==> src/rtl/answer_entry_ctrl.sv <==
// Keypad answer-entry controller: synchronised, edge-detected key events edit a
// BCD digit buffer that is committed to the game core through a valid/ready handshake.
module answer_entry_ctrl #(
    parameter int NUM_DIGITS   = 4,
    parameter bit ALLOW_REPEAT = 1'b0,
    parameter int CW           = $clog2(NUM_DIGITS + 1)
) (
    input  logic                    CLK,
    input  logic                    rst_n,
    input  logic [9:0]              key,
    input  logic                    del_key,
    input  logic                    clr_key,
    input  logic                    enter_key,
    input  logic                    answer_ready,
    output logic [4*NUM_DIGITS-1:0] answer,
    output logic [CW-1:0]           digit_count,
    output logic                    legal,
    output logic                    answer_valid,
    output logic                    reject
);

    localparam int AW = 4 * NUM_DIGITS;

    typedef enum logic {ENTRY, HOLD} state_t;
    state_t state;

    logic [12:0] raw, sync1, sync2, prev, rise;
    logic [9:0]  key_rise;
    logic        del_ev, clr_ev, ent_ev, digit_ev, digit_multi;
    logic [3:0]  digit_val;
    logic        dup, full, legal_next;

    assign raw = {enter_key, clr_key, del_key, key};

    always_ff @(posedge CLK or negedge rst_n) begin
        if (!rst_n) begin
            sync1 <= '0;
            sync2 <= '0;
            prev  <= '0;
        end else begin
            sync1 <= raw;
            sync2 <= sync1;
            prev  <= sync2;
        end
    end

    assign rise        = sync2 & ~prev;
    assign key_rise    = rise[9:0];
    assign del_ev      = rise[10];
    assign clr_ev      = rise[11];
    assign ent_ev      = rise[12];
    assign digit_ev    = |key_rise;
    assign digit_multi = (key_rise & (key_rise - 10'd1)) != '0;

    always_comb begin
        digit_val = '0;
        for (int unsigned i = 0; i < 10; i++)
            if (key_rise[i]) digit_val = 4'(i);
    end

    always_comb begin
        dup = 1'b0;
        for (int unsigned i = 0; i < NUM_DIGITS; i++)
            for (int unsigned j = i + 1; j < NUM_DIGITS; j++)
                if (answer[4*i +: 4] == answer[4*j +: 4]) dup = 1'b1;
    end

    assign full       = (digit_count == CW'(NUM_DIGITS));
    assign legal_next = full && (ALLOW_REPEAT || !dup);

    // Events are prioritised clr > del > enter > digit; lower ones in the same cycle are dropped.
    always_ff @(posedge CLK or negedge rst_n) begin
        if (!rst_n) begin
            state        <= ENTRY;
            answer       <= '1;
            digit_count  <= '0;
            legal        <= 1'b0;
            answer_valid <= 1'b0;
            reject       <= 1'b0;
        end else begin
            reject <= 1'b0;
            legal  <= legal_next;
            case (state)
                ENTRY: begin
                    if (clr_ev) begin
                        answer      <= '1;
                        digit_count <= '0;
                    end else if (del_ev) begin
                        if (digit_count != '0) begin
                            answer      <= {4'hF, answer[AW-1:4]};
                            digit_count <= digit_count - CW'(1);
                        end
                    end else if (ent_ev) begin
                        if (legal) begin
                            state        <= HOLD;
                            answer_valid <= 1'b1;
                        end else begin
                            reject <= 1'b1;
                        end
                    end else if (digit_ev) begin
                        if (digit_multi || full) begin
                            reject <= 1'b1;
                        end else begin
                            answer      <= {answer[AW-5:0], digit_val};
                            digit_count <= digit_count + CW'(1);
                        end
                    end
                end
                HOLD: begin
                    if (clr_ev || (answer_valid && answer_ready)) begin
                        state        <= ENTRY;
                        answer_valid <= 1'b0;
                        answer       <= '1;
                        digit_count  <= '0;
                    end
                    if (!clr_ev && (del_ev || ent_ev || digit_ev)) reject <= 1'b1;
                end
                default: state <= ENTRY;
            endcase
        end
    end

endmodule
==> config.mk <==
export PLATFORM = sky130hd
export DESIGN_NAME = answer_entry_ctrl
export DESIGN_NICKNAME = d
export VERILOG_FILES = /design/src/rtl/answer_entry_ctrl.sv
export SDC_FILE = /design/constraint.sdc
export NUM_CORES = 1
export LEC_CHECK = 0
export CAP_MARGIN = 20
export CORE_ASPECT_RATIO = 0.5
export CORE_UTILIZATION = 50
export DETAILED_ROUTE_END_ITERATION = 7
export PLACE_DENSITY = 0.83
export SKIP_CTS_REPAIR_TIMING = 1
export SYNTH_ARGS = -nofsm -noshare
export SYNTH_HDL_FRONTEND = slang
export SYNTH_SLANG_ARGS = --single-unit
export TNS_END_PERCENT = 100
==> constraint.sdc <==
create_clock -name CLK -period 5.4 [get_ports CLK]
set_input_delay 1.08 -clock CLK [delete_from_list [all_inputs] [get_ports CLK]]
set_output_delay 1.08 -clock CLK [all_outputs]
set_load 0.02 [all_outputs]
==> run_results.csv, run 1 <==
group,metric,value,unit
layout,antenna_cells,0,
outcome,status,"completed",
yosys,ys_seq_elements,62,
floorplan,rows,18,
worst_setup_path,critPathTopFamily,"compound AO/OA/AOI/OAI gates",
layout,multiInputGateArea,1127,µm²
global_routing,grt_pass1_vias,1762,
layout,area_growth,21.08,%
cts,cts_buffers,9,
worst_setup_path,crit_start,"sync2[10]",
yosys,syn_inst,243,
floorplan,fp.dieW,107.9,µm
worst_setup_path,r2r_cells,7,
floorplan,die_h,54.93,µm
layout,seqCellArea,1572,µm²
yosys,post_synth.cell_area_avg,11.53,µm²
timing,hold_viol,0,
routing,firstDrtPassIters,4,
floorplan,core,5157,µm²
timing,maxSlewHeadroom,44.63,%
yosys,ys_types,47,
yosys,synth_fp_nets,260,
timing,skew,6.593,ps
timing,setup_viol,0,
worst_setup_path,critical_path_depth,7,
routing,wl_per_cell,14.66,µm
job,maxCapViolations,0,
layout,post-route-util,65.77,%
worst_setup_path,crit_type,"flop to flop",
power,leakage,1.408,nW
min_path,hold_class,"flop to flop",
worst_setup_path,cp-end-kind,"flop",
layout,drive_gt1_share,19.35,%
global_routing,track_usage,19.38,%
global_routing,antenna_found_initial,0,
yosys,syn_area,2801,µm²
worst_setup_path,cpPeakStageDelay,670,ps
floorplan,die-area,5924,µm²
floorplan,initial_core_util,54.32,%
timing,tightest_slew,830.5,ps
routing,vias_per_cell,5.410,
timing,setup_total_negative_slack,0,ps
cts,cts.clk_slew.worst_paths,70,ps
worst_setup_path,path_buf_inv,1,
layout,fill_cells,377,
placed_design,gp_congestion,0.8409,
layout,final_nets,291,
routing,finalWirelength,5116,µm
timing,post-route-period-util,54.32,%
worst_setup_path,endpoint,"answer[0]",
worst_setup_path,cp.arrival,3200,ps
global_routing,grt_max_degree,63,
worst_setup_path,path_cells,"nand2b_4 > clkinv_1 > mux2i_1 > o21ai_0 > nor2_1 > a31o_1 > mux2_2",
worst_setup_path,cp.required,5660,ps
worst_setup_path,cp_max_fo,18,
cts,worstSkewPairLatency,340,ps
routing,antenna_left,0,
timing,grt_setup_unrepaired,"false",
global_routing,grt_pass1_wl,8217,µm
timing,fin_crit,2933,ps
global_routing,gr-total-overflow,0,
cts,cts.htree.levels,3,
routing,remaining_drc_errors,0,
power,p_int,0.001158,W
yosys,async_flop_share,100.0,%
worst_setup_path,crit_slowest_cell,"a31o_1",
power,swShare,34.30,%
power,powerDensity,519.6,nW/µm²
worst_setup_path,worstReg2RegEnd,"answer[0]",
yosys,synth_warnings,0,
timing,slew_violations,0,
floorplan,io_pins,38,
cts,cts_root_buffer,"clkbuf_8",
cts,cts_sinks,62,
power,p_switching,0.0006045,W
cts,cts_tree,"done",
yosys,synth-edff-count,0,
cts,cts.path.max_buffers,2,
yosys,ys.flop_type,"dfrtp_1",
power,vdd_ir_drop_max,0.2445,mV
placed_design,numPortBuffers,37,
worst_setup_path,reg2reg_from,"sync2[10]",
power,seq_power_share,40.8,%
yosys,yosysSeqAreaShare,56.10,%
routing,drt_iter0_drc,99,
routing,vias,1888,
timing,fmax,340.9,MHz
power,comb_power_share,34.0,%
worst_setup_path,cp-start-kind,"flop",
power,power.share.clock,25.2,%
placed_design,place_hpwl,3433,µm
worst_setup_path,r2r_setup_slack,2470,ps
==> layout by cell type (no fill, tap or decap), types with 8 or more instances in the layout <==
master and instances:
clkbuf_8 9, clkdlybuf4s50_1 36, dfrtp_1 46, dfstp_2 16, mux2_2 8, nand2_1 28, nand2b_1 8, nand3_1 14
nor2_1 9, o21ai_0 10, xnor2_1 17, xor2_1 8
==> flip-flops by register name, summed over array words and instances, names as in the netlist <==
signal and cells:
digit_count 3, legal 1, sync2 13, prev 13
reject 1, sync1 13, answer 16, state 1
answer_valid 1
==> layer usage <==
metal | track usage (%) | part of all wire, % | up-vias
li1 | - | - | 887
met1 | 23.75 | 46 | 927
met2 | 31.62 | 46 | 58
met3 | 7.260 | 5.9 | 16
met4 | 8.676 | 1.8 | 0
met5 | 0 | 0 | -
==> power by group through the flow <==
stage / clock [W] / sequential [W] / combinational (W)
6_report: 0.000444 / 0.000719 / 0.000600
5_1_grt: 0.000483 / 0.000732 / 0.000648
4_1_cts: 0.000455 / 0.000718 / 0.000601
3_5_place_dp: 0 / 0.000724 / 0.000598
3_3_place_gp: 0 / 0.000721 / 0.000576
2_1_floorplan: 0 / 0.000727 / 0.000398
==> layout make-up <==
class | count | area share (%)
Clock inverter | 7 | 2.877
Multi-Input combinational cell | 160 | 33.23
Tap cell | 70 | 2.582
Sequential cell | 62 | 46.33
Clock buffer | 9 | 3.652
Timing Repair Buffer | 38 | 10.99
Inverter | 3 | 0.3320
==> metrics by stage <==
step / hold WS (ps) / setup WS [ps] / std cells / area, µm² / total power, W
finish: 350.9 / 2467 / 349 / 3392 / 0.001763
global route: 357.4 / 2347 / 349 / 3392 / 0.001864
CTS: 352.4 / 2554 / 349 / 3392 / 0.001774
detailed placement: 336.2 / 2219 / 333 / 3171 / 0.001323
global placement: 332.1 / 2310 / 333 / 3171 / 0.001297
floorplan: 331.2 / 3129 / 243 / 2801 / 0.001125
==> synth_stat cells (3+ instances only) <==
cell type / instances / area [µm²]
nand3_1: 14 / 70.07
a21oi_1: 5 / 25.02
nand4_1: 4 / 25.02
nor2b_1: 4 / 25.02
o21ai_0: 10 / 50.05
dfstp_2: 16 / 420.4
nor2_1: 9 / 33.78
xor2_1: 8 / 70.07
clkbuf_1: 13 / 48.80
o22a_1: 4 / 35.03
a31oi_1: 3 / 18.77
buf_1: 3 / 11.26
xnor2_1: 17 / 148.9
dfrtp_1: 46 / 1151
mux2_4: 4 / 60.06
mux2_2: 8 / 90.09
nand2_1: 28 / 105.1
nand2b_1: 8 / 50.05
nor3_1: 4 / 20.02
o22ai_1: 3 / 18.77
==> worst register-to-register path: stages, from the launching register on <==
cell and delay [ps]:
dfrtp_1 420, nand2b_4 180, clkinv_1 480, mux2i_1 350
o21ai_0 190, nor2_1 160, a31o_1 670, mux2_2 420
==> worst min path at each step <==
| stage | from | endpoint | slack (ps) | depth (start not counted) |
|---|---|---|---|---|
| after global placement | sync1[5] | sync2[5] | 330 | 0 |
| after floorplan | sync1[0] | sync2[0] | 330 | 0 |
| after global routing | sync1[6] | sync2[6] | 360 | 0 |
| after CTS | sync1[6] | sync2[6] | 350 | 0 |
| final | sync1[9] | sync2[9] | 350 | 0 |
| after detailed placement | sync1[6] | sync2[6] | 340 | 0 |
==> logic make-up after synthesis <==
family | count (synthesis) | share of synthesized area (%)
and+or+nand+nor | 83 | 16.53
xor gates and xnor gates | 25 | 7.816
AOI/OAI and AO/OA | 36 | 8.620
DFF | 62 | 56.10
muxes | 14 | 6.208
adders and majority gates | 2 | 1.072
buffers and inverters | 21 | 3.662
(Power assumes the default switching activity.)
==> run 2, diff against run 1 <==
Clock period 5.4 ns to 3 ns, I/O delays scaled along.
==> run 2 against run 1 <==
Utilization hardly changed. Combinational power is 80% higher. Critical path type unchanged. Global-route usage grew 0.57 points. Critical endpoint is now answer[6]. Total power is 77% higher. Critical path depth unchanged. Hold slack lost 1.9 ps.
==> run_results.csv, run 2 (synthesized netlist as in run 1, its figures left out) <==
group,metric,value,unit
routing,vias,1850,
floorplan,io_pins,38,
worst_setup_path,cp-start-kind,"flop",
cts,cts.htree.levels,3,
job,maxCapViolations,0,
timing,grt_setup_unrepaired,"false",
min_path,hold_class,"flop to flop",
timing,hold_viol,0,
timing,skew,6.338,ps
global_routing,antenna_found_initial,0,
power,p_switching,0.001090,W
timing,post-route-period-util,76.59,%
power,power.share.clock,23.8,%
timing,setup_viol,0,
worst_setup_path,cp-end-kind,"flop",
layout,area_growth,21.13,%
worst_setup_path,crit_type,"flop to flop",
power,swShare,34.92,%
cts,cts_sinks,62,
floorplan,die_h,54.93,µm
floorplan,initial_core_util,54.32,%
floorplan,die-area,5924,µm²
cts,cts.path.max_buffers,2,
layout,most-common-layout-cells,"dfrtp_1, clkdlybuf4s50_1, nand2_1, xnor2_1, dfstp_2",
global_routing,gr-total-overflow,0,
routing,finalWirelength,5065,µm
layout,regMostFlops,"answer",
timing,fin_crit,2298,ps
worst_setup_path,cp.arrival,2560,ps
floorplan,rows,18,
power,p_int,0.002031,W
global_routing,grt_pass1_wl,8411,µm
power,vdd_ir_drop_max,0.4645,mV
power,comb_power_share,34.7,%
routing,firstDrtPassIters,4,
timing,fmax,435.2,MHz
layout,final_nets,293,
placed_design,place_hpwl,3499,µm
routing,wl_per_cell,14.43,µm
layout,final_common_cell,"dfrtp_1",
routing,antenna_left,0,
placed_design,numPortBuffers,37,
layout,largest_reg_flops,16,
routing,remaining_drc_errors,0,
cts,worstSkewPairLatency,340,ps
routing,drt_iter0_drc,100,
layout,design_area,3393,µm²
routing,vias_per_cell,5.271,
global_routing,grt_max_degree,63,
power,seq_power_share,41.6,%
cts,cts_root_buffer,"clkbuf_8",
floorplan,fp.dieW,107.9,µm
placed_design,dp_worst_setup_slack,651.9,ps
placed_design,gp_congestion,0.8822,
power,leakage,1.407,nW
global_routing,grt_pass1_vias,1740,
worst_setup_path,cp_max_fo,18,
timing,setup_total_negative_slack,0,ps
outcome,status,"completed",
layout,drive_gt1_share,19.93,%
timing,setup_ws,702.2,ps
cts,cts_buffers,9,
worst_setup_path,cp.required,3270,ps
timing,tightest_slew,790.8,ps
floorplan,core,5157,µm²
global_routing,track_usage,19.95,%
cts,cts_tree,"done",
power,powerDensity,919.5,nW/µm²
placed_design,dpl_cell_area,3186,µm²
cts,cts.clk_slew.worst_paths,70,ps
layout,antenna_cells,0,
timing,slew_violations,0,
layout,fill_cells,401,
timing,maxSlewHeadroom,47.17,%
[run 2: cell count changes in the layout (fill, tap and decap cells not counted)]
| cell | delta |
|---|---|
| bufinv_16 | -1 |
| buf_4 | +2 |
| clkinvlp_4 | +1 |
| clkbuf_8 | +1 |
| clkinv_2 | -1 |
[run 2: layer usage]
layer | routed length, µm | track usage, %
met2 | 2304 | 31.52
met4 | 52 | 7.991
met1 | 2420 | 25.36
met3 | 288 | 7.728
met5 | 0 | 0
[run 2: stage by stage]
step / hold WS, ps / power [W] / cells / util [%]
floorplan: 304.4 / 0.002025 / 243 / -
global placement: 331.5 / 0.002343 / 335 / 61.77
detailed placement: 334.7 / 0.002394 / 335 / 61.77
CTS: 351.5 / 0.003145 / 351 / 65.79
global route: 354.0 / 0.003305 / 351 / 65.79
finish: 349.0 / 0.003120 / 351 / 65.79
[run 2: area by class of cell]
class	instances	area, µm²	area share [%]
Multi-Input combinational cell	160	1127	33.22
Tap cell	70	87.58	2.581
Clock inverter	6	70.07	2.065
Inverter	3	11.26	0.3319
Sequential cell	62	1572	46.31
Clock buffer	10	137.6	4.056
Timing Repair Buffer	40	387.9	11.43
[run 2: power by group through the flow]
stage                     Sequential [W]  Combinational (W)  Clock (W)
final                            0.00130            0.00108   0.000742
after global routing             0.00133            0.00118   0.000798
after CTS                        0.00130            0.00109   0.000760
after detailed placement         0.00131            0.00109          0
after global placement           0.00130            0.00104          0
after floorplan                  0.00131           0.000716          0
[run 2: critical path, stage by stage, from the launching register on]
cell and delay [ps]:
dfrtp_1 380, and2b_1 230, o21ai_0 180, a31oi_1 160, nor4_4 440, a31o_1 200
buf_4 250, mux2_2 370
[run 2: worst paths after layout]
path                           from            to  slack [ps]  cells after the start
setup reg to reg           sync2[5]     answer[6]         700                      7
setup / recovery           sync2[5]     answer[6]         700                      7
max in group asynchronous     rst_n  answer_valid        2120                      2
hold reg to reg            sync1[1]      sync2[1]         350                      0
hold / removal             sync1[1]      sync2[1]         350                      0
min in group asynchronous     rst_n      sync2[0]         410                      2
